===== src/rtl/ic_req_router.sv =====
// ---------------------------------------------------------------------------
// ic_req_router
//   Request-side stage of the interconnect. Decodes each master request
//   address to a one-hot device select, forwards the request through a
//   single-entry hold register to the selected device, and reports every
//   accepted request to the response-order tracker. Requests that hit no
//   device are absorbed by an internal error responder, which raises
//   err_rsp_valid until the response mux acknowledges it.
//
// Ports
//   g_clk, g_reset          clock, asynchronous active-high reset
//   m_req/m_gnt             master request handshake
//   m_wen/m_strb/m_addr/
//   m_wdata                 master request payload
//   d_req[ND]/d_gnt[ND]     per-device request handshake
//   d_wen/d_strb/d_addr/
//   d_wdata                 shared device payload (from the hold register)
//   trk_requests[ND+1]      one-hot report of the accepted request,
//                           bit ND = error responder
//   trk_ready               tracker can record a new request
//   err_rsp_valid/ack       pending error response handshake
// ---------------------------------------------------------------------------
module ic_req_router #(
  parameter int                 ND       = 3,
  parameter logic [ND*32-1:0]   DEV_BASE = {32'h4000_0000, 32'h1000_0000, 32'h0000_0000},
  parameter logic [ND*32-1:0]   DEV_MASK = {32'hF000_0000, 32'hFFFF_0000, 32'hFFFF_FC00}
) (
  input  logic          g_clk,
  input  logic          g_reset,
  input  logic          m_req,
  output logic          m_gnt,
  input  logic          m_wen,
  input  logic [3:0]    m_strb,
  input  logic [31:0]   m_addr,
  input  logic [31:0]   m_wdata,
  output logic [ND-1:0] d_req,
  input  logic [ND-1:0] d_gnt,
  output logic          d_wen,
  output logic [3:0]    d_strb,
  output logic [31:0]   d_addr,
  output logic [31:0]   d_wdata,
  output logic [ND:0]   trk_requests,
  input  logic          trk_ready,
  output logic          err_rsp_valid,
  input  logic          err_rsp_ack
);

  logic          hold_valid_q, hold_valid_d;
  logic [ND-1:0] hold_sel_q,   hold_sel_d;
  logic          hold_wen_q,   hold_wen_d;
  logic [3:0]    hold_strb_q,  hold_strb_d;
  logic [31:0]   hold_addr_q,  hold_addr_d;
  logic [31:0]   hold_wdata_q, hold_wdata_d;
  logic          err_pending_q, err_pending_d;

  logic [ND-1:0] sel;
  logic          unmapped;
  logic          done;
  logic          accept;

  // Address decode: only the lowest-index hit is kept so that overlapping
  // regions still yield a one-hot select.
  always_comb begin
    logic found;
    sel   = '0;
    found = 1'b0;
    for (int i = 0; i < ND; i++) begin
      if (!found && ((m_addr & DEV_MASK[32*i +: 32]) == DEV_BASE[32*i +: 32])) begin
        sel[i] = 1'b1;
        found  = 1'b1;
      end
    end
    unmapped = !found;
  end

  assign d_req   = hold_sel_q & {ND{hold_valid_q}};
  assign d_wen   = hold_wen_q;
  assign d_strb  = hold_strb_q;
  assign d_addr  = hold_addr_q;
  assign d_wdata = hold_wdata_q;

  assign err_rsp_valid = err_pending_q;

  assign done = |(d_req & d_gnt);

  // The hold register may accept a new request in the same cycle it drains.
  // Reset gates the grant so no combinational output is live during reset.
  assign m_gnt  = !g_reset && trk_ready && !err_pending_q && (!hold_valid_q || done);
  assign accept = m_req && m_gnt;

  assign trk_requests = accept ? {unmapped, sel} : '0;

  always_comb begin
    hold_valid_d  = hold_valid_q;
    hold_sel_d    = hold_sel_q;
    hold_wen_d    = hold_wen_q;
    hold_strb_d   = hold_strb_q;
    hold_addr_d   = hold_addr_q;
    hold_wdata_d  = hold_wdata_q;
    err_pending_d = err_pending_q;

    if (done) begin
      hold_valid_d = 1'b0;
    end

    // A mapped accept overrides the drain so back-to-back requests see no bubble.
    if (accept && !unmapped) begin
      hold_valid_d = 1'b1;
      hold_sel_d   = sel;
      hold_wen_d   = m_wen;
      hold_strb_d  = m_strb;
      hold_addr_d  = m_addr;
      hold_wdata_d = m_wdata;
    end

    if (err_pending_q && err_rsp_ack) begin
      err_pending_d = 1'b0;
    end

    // accept already implies no error is pending, so this never races the clear.
    if (accept && unmapped) begin
      err_pending_d = 1'b1;
    end
  end

  always_ff @(posedge g_clk or posedge g_reset) begin
    if (g_reset) begin
      hold_valid_q  <= 1'b0;
      hold_sel_q    <= '0;
      hold_wen_q    <= 1'b0;
      hold_strb_q   <= '0;
      hold_addr_q   <= '0;
      hold_wdata_q  <= '0;
      err_pending_q <= 1'b0;
    end else begin
      hold_valid_q  <= hold_valid_d;
      hold_sel_q    <= hold_sel_d;
      hold_wen_q    <= hold_wen_d;
      hold_strb_q   <= hold_strb_d;
      hold_addr_q   <= hold_addr_d;
      hold_wdata_q  <= hold_wdata_d;
      err_pending_q <= err_pending_d;
    end
  end

endmodule

===== config.mk =====
export PLATFORM = sky130hd
export DESIGN_NAME = ic_req_router
export DESIGN_NICKNAME = d
export VERILOG_FILES = /design/src/rtl/ic_req_router.sv
export SDC_FILE = /design/constraint.sdc
export NUM_CORES = 1
export LEC_CHECK = 0
export ABC_AREA = 1
export ABC_CLOCK_PERIOD_IN_PS = 3250
export CORE_MARGIN = 5
export CORE_UTILIZATION = 38
export CTS_BUF_LIST = sky130_fd_sc_hd__clkbuf_8
export DETAILED_ROUTE_END_ITERATION = 7
export GPL_TIMING_DRIVEN = 0
export PLACE_DENSITY_LB_ADDON = 0.05
export SKIP_LAST_GASP = 1
export SYNTH_ARGS = -nofsm -noshare
export SYNTH_HDL_FRONTEND = slang
export SYNTH_SLANG_ARGS = --single-unit

===== constraint.sdc =====
create_clock -name g_clk -period 3.25 [get_ports g_clk]
set_clock_uncertainty 0.1 [all_clocks]
set_input_delay 0.4875 -clock g_clk [delete_from_list [all_inputs] [get_ports g_clk]]
set_output_delay 0.4875 -clock g_clk [all_outputs]
set_load 0.005 [all_outputs]

==> impl_metrics.tcl <==
set metrics [dict create \
    outcome "completed" \
    layout_common_cells "nand2_1 (156), clkdlybuf4s50_1 (154), dfrtp_1 (74), nand3_1 (70), nor2_1 (20)" \
    io_buffers 154 \
    rows 33 \
    cts_buffer_depth 2 \
    synth_top_family_by_area "simple AND/OR/NAND/NOR gates" \
    first_pass_iters 4 \
    final_common_cell "nand2_1" \
    n_antenna_cell 0 \
    ios 155 \
    routabilityCongestion 0.7818 \
    ant_nets 0 \
    maxCapViolCount 0 \
    synth_cell_types 17 \
    worst-path-buf-inv 4 \
    fin_crit_ps 3042 \
    clk_pin_slew_worst_paths_ps 80 \
    setup_viol 0 \
    num_vias 3009 \
    p_leak_nw 2.560 \
    core_area_um2 8217 \
    grt_start_max_net_pins 42 \
    cts_made_buffers 9 \
    syn_to_final_growth_pct 59.23 \
    syn_area_per_cell_um2 8.697 \
    grt_pass1_vias 3154 \
    max_freq_mhz 328.7 \
    critPathMaxStageDelay_ps 430 \
    cts_max_level 3 \
    dieArea_um2 10330 \
    drc 0 \
    initial_core_util_pct 38.85 \
    tns_ps 0 \
    irDropWorstVdd_v 0.0003251 \
    rsz0062_at_grt "false" \
    cp_max_fo 10 \
    drive_above_1_share_pct 9.074 \
    synth_fa_ha_area_share_pct 0 \
    hold_ws_ps 373.1 \
    fin_ws_ps 207.6 \
    synth_cells 367 \
    relSlewSlack_pct 45.48 \
    synth_xor_area_share_pct 0 \
    cts_tree "built" \
    multiInputGateArea_um2 1096 \
    clockRootBuffer "clkbuf_8" \
    fillers 739 \
    die_h_um 101.7 \
    muxShareOfSynthArea_pct 0 \
    crit_required_ps 2660 \
    synthesis.area_um2 3192 \
    dpl_worst_slack_ps -233.6 \
    critical_path.top_delay_family "buffers and inverters" \
    overflow 0 \
    grt_pass1_wl_mm 15.44 \
    cp_slowest_cell "clkdlybuf4s50_1" \
    hp-class "reg -> reg" \
    powerDensity_nw_per_um2 439.7 \
    nets 612 \
    wl_per_cell_um 14.92 \
    routed_wl_mm 9.626 \
    cp-start-kind "primary input" \
    final_util_pct 61.85 \
    clock_latency_ps 330 \
    drtIter0Drc 108 \
    path_cells "clkdlybuf4s50_1 > nor2_1 > nand2_1 > nor2_2 > nand3_1 > nand3_2 > buf_2 > nor2_1 > buf_4 > clkdlybuf4s50_1" \
    syn-num-nets 444 \
    seqCellArea_um2 1852 \
    synth_compound_area_share_pct 0.3528 \
    grt_usage_pct 19.14 \
    hold_violations 0 \
    ys_seq_elements 74 \
    hpwl_mm 7.073 \
    drv_slew 0 \
    worst_pin_slew_ps 813.4 \
    synthSimpleGateAreaFrac_pct 33.99 \
    fin_crit_sh_pct 93.61 \
    antenna_found_initial 0 \
    yosysWarnings 0 \
    die_w_um 101.7 \
    ctsHoldBuffers 0 \
    crit_type "in -> out" \
    crit_path_end_kind "primary output" \
    post_drt_via_cell_ratio 4.665 \
    clock_sinks 74 \
    ys_seq_area_share_pct 58.02 \
    critPathArrivalTime_ps 2450 \
]
through the flow:
step / total power, mW / area (um2) / cells
after floorplan: 1.241 / 3196 / 367
after global placement: 1.586 / 4868 / 626
after detailed placement: 1.602 / 4888 / 627
after CTS: 2.264 / 5082 / 645
after global routing: 2.362 / 5082 / 645
final: 2.235 / 5082 / 645
tightest hold or removal path, stage by stage, from the launching register on:
cell	delay, ps
dfrtp_1	340
nand2_1	50
nand2_1	50
flip-flops by register name, indices dropped and copies added, names as in the netlist:
name,flops
d_addr,32
d_wen,1
d_wdata,32
hold_sel_q,3
hold_valid_q,1
err_rsp_valid,1
d_strb,4
repair_timing:
| action | 4_1_cts | 5_1_grt |
|---|---|---|
| setup endpoints to repair | 4 | 0 |
| setup buffers | 1 | 0 |
| resized for setup | 0 | 0 |
| hold endpoints to repair | 0 | 0 |
report_power, final:
group | switching (mW) | internal, mW
combinational | 0.181 | 0.312
clock | 0.341 | 0.315
sequential | 0.0577 | 1.03
total | 0.580 | 1.65
cell type report:
class | count | share of cell area, %
buffer | 22 | 3.717
clock buffer | 11 | 2.979
clock inverter | 5 | 0.5908
inverter | 14 | 1.157
multi-input combinational | 257 | 21.57
sequential | 74 | 36.44
tap | 105 | 2.585
timing repair buffer | 156 | 30.87
timing repair inverter | 1 | 0.09847
path summary, 6_finish.rpt:
kind                                from  cells past startpoint  slack (ps)              end
max                           m_addr[21]                     10         210  trk_requests[3]
min                           d_addr[11]                      2         370       d_addr[11]
max reg2reg                hold_sel_q[2]                     10        1650      d_wdata[14]
min reg2reg                   d_addr[11]                      2         370       d_addr[11]
max in group asynchronous        g_reset                      4        1870        d_addr[4]
min in group asynchronous        g_reset                      2         680       d_addr[19]
routing by layer:
metal	track usage (%)	vias up	share of wire, %
met1	25.43	1413	44
met3	4.821	4	8.3
met4	5.521	0	0.52
met2	31.09	104	47
met5	0	-	0
li1	-	1488	-
synthesized netlist by cell type (all sizes together):
cell type	instances	share of area (%)
dfrtp	74	58
nor2	24	3.3
nand2	158	19
nor3	1	0.16
o22ai	1	0.20
nand4	1	0.20
o21ai	1	0.16
inv	14	1.7
nand3	71	11
buf	22	5.9
kinds of logic (layout without fill, tap and decap cells):
kind of cell / count (synthesis) / count (layout)
AND/OR/NAND/NOR: 255 / 255
flip-flops: 74 / 74
buffers and inverters: 36 / 209
AO/OA/AOI/OAI: 2 / 2
(Power assumes the default switching activity.)
